### src/rtl/dfd_cla_xtrig_rx.sv
// CLA cross-trigger receiver: samples remote packets, edge-detects per enabled source,
// emits xtrigger events, counts hits, and runs the clock-halt req/ack handshake.
// Optional DFD_CLA_XTRIG_STRETCH_EN stretches each event pulse to PULSE_STRETCH cycles.
module dfd_cla_xtrig_rx #(
  parameter int NUM_SRC        = 4,
  parameter int XTRIGGER_WIDTH = 2,
  parameter int CNT_WIDTH      = 8,
  parameter int PULSE_STRETCH  = 4
) (
  input  logic                                     clk,
  input  logic                                     reset_n,
  input  logic [NUM_SRC*(XTRIGGER_WIDTH+1)-1:0]    net_pkt_i,
  input  logic [NUM_SRC-1:0]                       src_en_i,
  output logic [XTRIGGER_WIDTH-1:0]                xtrig_evt_o,
  input  logic                                     cnt_clear_i,
  output logic [XTRIGGER_WIDTH*CNT_WIDTH-1:0]      xtrig_cnt_o,
  output logic                                     clock_halt_req_o,
  input  logic                                     clock_halt_ack_i,
  input  logic                                     halt_release_i,
  output logic                                     halt_active_o
);

  localparam int PKT_W = XTRIGGER_WIDTH + 1;
  localparam int IN_W  = NUM_SRC * PKT_W;

  typedef enum logic [1:0] {
    ST_IDLE    = 2'd0,
    ST_REQ     = 2'd1,
    ST_HALTED  = 2'd2,
    ST_RELEASE = 2'd3
  } state_t;

  if (PULSE_STRETCH < 1) begin : g_param_check
    $error("PULSE_STRETCH must be >= 1");
  end

  logic [IN_W-1:0]                                 r_s1;
  logic [IN_W-1:0]                                 r_s2;
  logic [IN_W-1:0]                                 w_rise;
  logic [XTRIGGER_WIDTH-1:0]                       w_evt;
  logic                                            w_halt_rise;
  logic [XTRIGGER_WIDTH-1:0][CNT_WIDTH-1:0]        r_cnt;
  state_t                                          r_state;
  state_t                                          w_state_nxt;

  always_ff @(posedge clk or negedge reset_n) begin
    if (!reset_n) begin
      r_s1 <= '0;
      r_s2 <= '0;
    end else begin
      r_s1 <= net_pkt_i;
      r_s2 <= r_s1;
    end
  end

  assign w_rise = r_s1 & ~r_s2;

  // Slot 0 of each packet is clock_halt, slots 1.. are the xtrigger channels.
  always_comb begin
    w_evt       = '0;
    w_halt_rise = 1'b0;
    for (int i = 0; i < NUM_SRC; i++) begin
      w_halt_rise = w_halt_rise | (src_en_i[i] & w_rise[i*PKT_W]);
      for (int c = 0; c < XTRIGGER_WIDTH; c++) begin
        w_evt[c] = w_evt[c] | (src_en_i[i] & w_rise[i*PKT_W+1+c]);
      end
    end
  end

`ifdef DFD_CLA_XTRIG_STRETCH_EN
  localparam int SW = $clog2(PULSE_STRETCH + 1);

  logic [XTRIGGER_WIDTH-1:0][SW-1:0]               r_str;

  // A new event reloads the full length, so overlapping events extend the pulse.
  always_ff @(posedge clk or negedge reset_n) begin
    if (!reset_n) begin
      r_str <= '0;
    end else begin
      for (int c = 0; c < XTRIGGER_WIDTH; c++) begin
        if (w_evt[c]) begin
          r_str[c] <= SW'(PULSE_STRETCH);
        end else if (r_str[c] != '0) begin
          r_str[c] <= r_str[c] - 1'b1;
        end
      end
    end
  end

  always_comb begin
    xtrig_evt_o = '0;
    for (int c = 0; c < XTRIGGER_WIDTH; c++) begin
      xtrig_evt_o[c] = (r_str[c] != '0);
    end
  end
`else
  logic [XTRIGGER_WIDTH-1:0]                       r_evt;

  always_ff @(posedge clk or negedge reset_n) begin
    if (!reset_n) begin
      r_evt <= '0;
    end else begin
      r_evt <= w_evt;
    end
  end

  assign xtrig_evt_o = r_evt;
`endif

  always_ff @(posedge clk or negedge reset_n) begin
    if (!reset_n) begin
      r_cnt <= '0;
    end else begin
      for (int c = 0; c < XTRIGGER_WIDTH; c++) begin
        if (cnt_clear_i) begin
          r_cnt[c] <= '0;
        end else if (w_evt[c] && (r_cnt[c] != {CNT_WIDTH{1'b1}})) begin
          r_cnt[c] <= r_cnt[c] + 1'b1;
        end
      end
    end
  end

  assign xtrig_cnt_o = r_cnt;

  always_ff @(posedge clk or negedge reset_n) begin
    if (!reset_n) begin
      r_state <= ST_IDLE;
    end else begin
      r_state <= w_state_nxt;
    end
  end

  // Halt rises seen outside IDLE are dropped on purpose; there is no pending queue.
  always_comb begin
    w_state_nxt      = r_state;
    clock_halt_req_o = 1'b0;
    halt_active_o    = 1'b0;
    case (r_state)
      ST_IDLE: begin
        if (w_halt_rise) begin
          w_state_nxt = ST_REQ;
        end
      end
      ST_REQ: begin
        clock_halt_req_o = 1'b1;
        if (clock_halt_ack_i) begin
          w_state_nxt = ST_HALTED;
        end
      end
      ST_HALTED: begin
        clock_halt_req_o = 1'b1;
        halt_active_o    = 1'b1;
        if (halt_release_i) begin
          w_state_nxt = ST_RELEASE;
        end
      end
      ST_RELEASE: begin
        if (!clock_halt_ack_i) begin
          w_state_nxt = ST_IDLE;
        end
      end
      default: begin
        w_state_nxt = ST_IDLE;
      end
    endcase
  end

endmodule

### config.mk
export PLATFORM = sky130hd
export DESIGN_NAME = dfd_cla_xtrig_rx
export DESIGN_NICKNAME = d
export VERILOG_FILES = /design/src/rtl/dfd_cla_xtrig_rx.sv
export SDC_FILE = /design/constraint.sdc
export NUM_CORES = 1
export LEC_CHECK = 0
export ABC_AREA = 1
export BUFFER_PORTS_ARGS = -buffer_cell sky130_fd_sc_hd__buf_2
export CAP_MARGIN = 15
export CORE_MARGIN = 4
export CORE_UTILIZATION = 50
export CTS_CLUSTER_SIZE = 24
export DETAILED_ROUTE_END_ITERATION = 7
export GPL_TIMING_DRIVEN = 1
export PLACE_DENSITY = 0.74
export SETUP_SLACK_MARGIN = 0.1
export SKIP_CTS_REPAIR_TIMING = 1
export SYNTH_ARGS = -nofsm -noshare
export SYNTH_HDL_FRONTEND = slang
export SYNTH_SLANG_ARGS = --single-unit
export TNS_END_PERCENT = 20
### constraint.sdc
create_clock -name clk -period 3.3 [get_ports clk]
set_input_delay 0.165 -clock clk [delete_from_list [all_inputs] [get_ports clk]]
set_output_delay 0.165 -clock clk [all_outputs]
set_load 0.05 [all_outputs]
==> flow_results.org <==
** Logic synthesis
- Basic-gate share of the synthesized area counting and, or, nand and nor cells :: a little over a third
- Number of warnings issued by yosys :: 0
- FF+latch count, synth :: 44
- The synthesized netlist occupies a cell area of ~2100 um2.
- The average instance in the mapped netlist occupies roughly 8.4 um2.
- The number of nets handed over by synthesis was 280.
- Mux contribution to synthesized area :: 0%
- After synthesis, flip-flops and latches occupy between 50 and 60% of the total area.
- Unique cell type count in the Yosys netlist :: 18
- The synthesized netlist devotes 0% of its cell area to XOR and XNOR gates.
- Area share of fa/ha/maj cells after synthesis :: approximately 3.5%
- In the synthesized netlist, the number of instances is ~250.
- By area, the combinational part of the netlist is dominated by simple AND/OR/NAND/NOR gates.
- Synthesized-area fraction occupied by ao, oa, aoi and oai cells :: less than 1%

** Power
- Total power divided by cell area :: around 520 nW/um2
- Sw power :: ~0.00043 W
- Portion of total power attributed to combinational logic :: between 20% and 30%
- Total leakage power :: 1.37 nW
- Design internal power :: between 0.0009 and 0.001 W
- Total power :: between 0.001 and 0.0015 W
- IR drop worst, VDD :: 0.303 mV
- Sequential group share of total power :: 45.1%
- Part of the total power dissipated in the clock network :: 32.3%
- Net switching share of the total power :: a little under a third

** Critical path
- Cell Chain, Critical Path :: ha_1, nand2_1, inv_1, nand3_4, nand2_4, nand2_2, nand2_1, nand2_1
- Across all register-to-register paths, the minimum setup slack is between 1500 and 2000 ps.
- For the worst setup path, the data required time is about 3500 ps.
- Broken down by cell family, the worst path's largest delay share belongs to simple AND/OR/NAND/NOR gates.
- Launching point of the worst reg2reg path :: xtrig_cnt_o[8]$_DFFE_PN0P_
- Number of cells traversed by the worst register-to-register path :: 8
- CP Capture Type :: register
- Cell with the largest stage delay on the worst path :: sky130_fd_sc_hd__dfrtp_1
- Of all nets on the critical path, the largest fanout is 9.
- The critical path crosses 8 cells after its start point.
- Together, buffers and inverters on the worst path number 1.
- Max stage delay on crit path :: about 470 ps
- Among the stages of the critical path, the cell type that occurs most often is sky130_fd_sc_hd__nand2_1.
- Endpoint arrival time on the critical path :: 1740 ps
- STA classifies the critical path startpoint as a register.
- RR Endpoint :: xtrig_cnt_o[14]$_DFFE_PN0P_
- Worst setup path category :: register to register

** Drt
- Starting DRT DRC Count :: 190
- Total vias in the final route :: about 1.7k
- DRC violations left :: 0
- Met2 wire length :: roughly 2.1 mm
- Met1 layer wirelength in the final routing :: 1.98 mm
- Drt pass-1 iters :: 4
- Dividing the detail-routed via count by the number of cells gives 4.90.
- After detailed routing, the average wire length per cell comes to about 12 um.
- Drt total wl :: 4.30 mm
- WL met3 :: between 150 and 200 um
- Routed signal wires occupy layers up through met4.
- The detail route stage leaves a number of antenna-violating nets equal to 0.

** Outcome
- The run finished with clean final reports.

** Final layout
- Area growth from synthesis to final layout :: 21.7%
- The top cell types in the final layout, fill and taps aside, are sky130_fd_sc_hd__nand2_1 (75), sky130_fd_sc_hd__dfrtp_1 (44), sky130_fd_sc_hd__buf_2 (40), sky130_fd_sc_hd__nand3_1 (34), sky130_fd_sc_hd__inv_1 (30).
- Inserted Diodes :: 0
- Cells with a size suffix above 1 make up 20.3% of the layout.
- Most common cell after layout, fill and taps aside :: sky130_fd_sc_hd__nand2_1
- Layout net count :: roughly 330

** Floorplan
- The initial utilization of the core area, before any placement, comes to a little over half.
- Standard cell core area :: between 4000 and 5000 um2
- The die covers about 5300 um2.
- From bottom edge to top edge, the die measures around 73 um.
- During I/O placement, the number of pins put on the boundary was between 40 and 50.
- Measured along the x axis, the die boundary spans ~73 um.
- In this run the core area contains 23 standard-cell rows.

** GRT
- For this run, the total global-route usage over all layers was measured as between 10% and 20%.
- The number of antenna violations at the first check in global routing was 0.
- Remaining Overflow, GRT :: 0
- The first global-routing pass estimated 7.42 mm of wire.
- Entering global routing, the biggest net connects 45 pins.
- Via count of the first global-routing pass :: ~1.7k

** Clock network
- Clock latency at the later pin of the worst-skew pair :: slightly below 300 ps
- Clock net sink count :: between 40 and 50
- TritonCTS built the clock tree.
- After clock tree synthesis, the clock-pin slew on the worst setup and hold paths is roughly 90 ps.
- Clock tree synthesis selected as its root buffer the cell sky130_fd_sc_hd__clkbuf_8.
- Maximum buffer depth of the clock tree :: 2
- CTS H-tree lvls :: 2
- Num CTS Buffers :: 5

** STA
- Setup violations remaining at the end of the flow were counted as 0.
- After routing, the total negative slack on setup checks comes to 0 ps.
- Tightest Pin Transition :: between 900 and 1000 ps
- Of the available clock period, the critical path in the final layout requires between 40% and 50%.
- Measured against its own limit, the worst slew margin works out to about 35%.
- Max Clk Rate :: 645 MHz
- Post-Route Skew :: around 5.4 ps
- Hold slack :: about 30 ps
- Tmin final :: around 1500 ps
- Setup repair after global routing left no endpoint under its margin.
- Final number of hold-violating endpoints :: 0
- Max Slew Vio Count :: 0

** Min path
- Path type of the worst min-delay path :: primary input to async pin

** Job
- MaxCap Viol Count :: 0

** Placed design
- Buffers on Ports :: 40
- Post-detailed-placement half-perimeter wirelength :: 2.85 mm
- At the end of routability-driven placement, the weighted congestion stood at 0.771.
-- power by group through the flow --
stage	Sequential (W)	Clock, W	Combinational [W]
2_1_floorplan	0.000638	0	0.000202
3_3_place_gp	0.000616	0	0.000290
3_5_place_dp	0.000618	0	0.000296
4_1_cts	0.000607	0.000449	0.000298
5_1_grt	0.000615	0.000479	0.000339
6_report	0.000607	0.000434	0.000305
-- synthesized netlist by cell type --
library cell | instances | area share (%)
sky130_fd_sc_hd__ha_1 | 6 | 3.5
sky130_fd_sc_hd__nand2_1 | 75 | 13
sky130_fd_sc_hd__or2_2 | 1 | 0.30
sky130_fd_sc_hd__dfrtp_1 | 44 | 52
sky130_fd_sc_hd__nand2_4 | 2 | 1.1
sky130_fd_sc_hd__o21ai_0 | 1 | 0.24
sky130_fd_sc_hd__nand3b_1 | 2 | 0.71
sky130_fd_sc_hd__buf_2 | 3 | 0.71
sky130_fd_sc_hd__inv_2 | 1 | 0.18
sky130_fd_sc_hd__a21oi_1 | 1 | 0.24
sky130_fd_sc_hd__nand4_1 | 14 | 4.1
sky130_fd_sc_hd__nor2_4 | 2 | 1.1
sky130_fd_sc_hd__nor2_1 | 25 | 4.4
sky130_fd_sc_hd__buf_4 | 4 | 1.4
sky130_fd_sc_hd__nand3_4 | 2 | 1.7
sky130_fd_sc_hd__nand2_2 | 6 | 1.8
sky130_fd_sc_hd__inv_1 | 30 | 5.3
sky130_fd_sc_hd__nand3_1 | 34 | 8.0
-- per-layer routing --
metal  track usage, %  vias up
met3             4.41        7
met1             23.2      789
met2             29.1       42
li1                 -      905
met5                0        -
met4             5.74        0
-- sequential cells by signal, summed over array words and instances, names as in the netlist --
name,count
xtrig_cnt_o,16
r_s1,12
r_s2,12
r_state,2
xtrig_evt_o,2
-- cell families after synthesis --
group / Yosys count
AND/OR/NAND/NOR: 163
flip-flops: 44
buffers and inverters: 38
adder cells (fa/ha/maj): 6
AO/OA/AOI/OAI: 2
-- per-stage QoR --
stage	cells	instance area [um2]	setup WS (ps)	util, %
after floorplan	253	2120	1620	-
after global placement	336	2340	1850	57.6
after detailed placement	336	2340	1780	57.6
after CTS	344	2460	1750	60.6
after global routing	356	2580	1580	63.6
final	356	2580	1750	63.6
-- worst max-delay path by stage --
stage / endpoint / slack (ps) / from
floorplan: xtrig_cnt_o[13]$_DFFE_PN0P_ / 1620 / xtrig_cnt_o[8]$_DFFE_PN0P_
global placement: xtrig_cnt_o[6]$_DFFE_PN0P_ / 1850 / xtrig_cnt_o[0]$_DFFE_PN0P_
detailed placement: xtrig_cnt_o[5]$_DFFE_PN0P_ / 1780 / xtrig_cnt_o[0]$_DFFE_PN0P_
CTS: xtrig_cnt_o[14]$_DFFE_PN0P_ / 1750 / xtrig_cnt_o[8]$_DFFE_PN0P_
global route: xtrig_cnt_o[5]$_DFFE_PN0P_ / 1580 / xtrig_cnt_o[0]$_DFFE_PN0P_
finish: xtrig_cnt_o[14]$_DFFE_PN0P_ / 1750 / xtrig_cnt_o[8]$_DFFE_PN0P_
-- cell type report --
cell class              instances  area [um2]
clock buffers                   6        82.6
clock inverters                 2        38.8
fillers                       351        1480
inverters                      31         116
multi-input cells             171         857
flip-flops and latches         44        1100
well taps                      50        62.6
repair buffers                 52         320
Power figures use the tool's default switching activity.
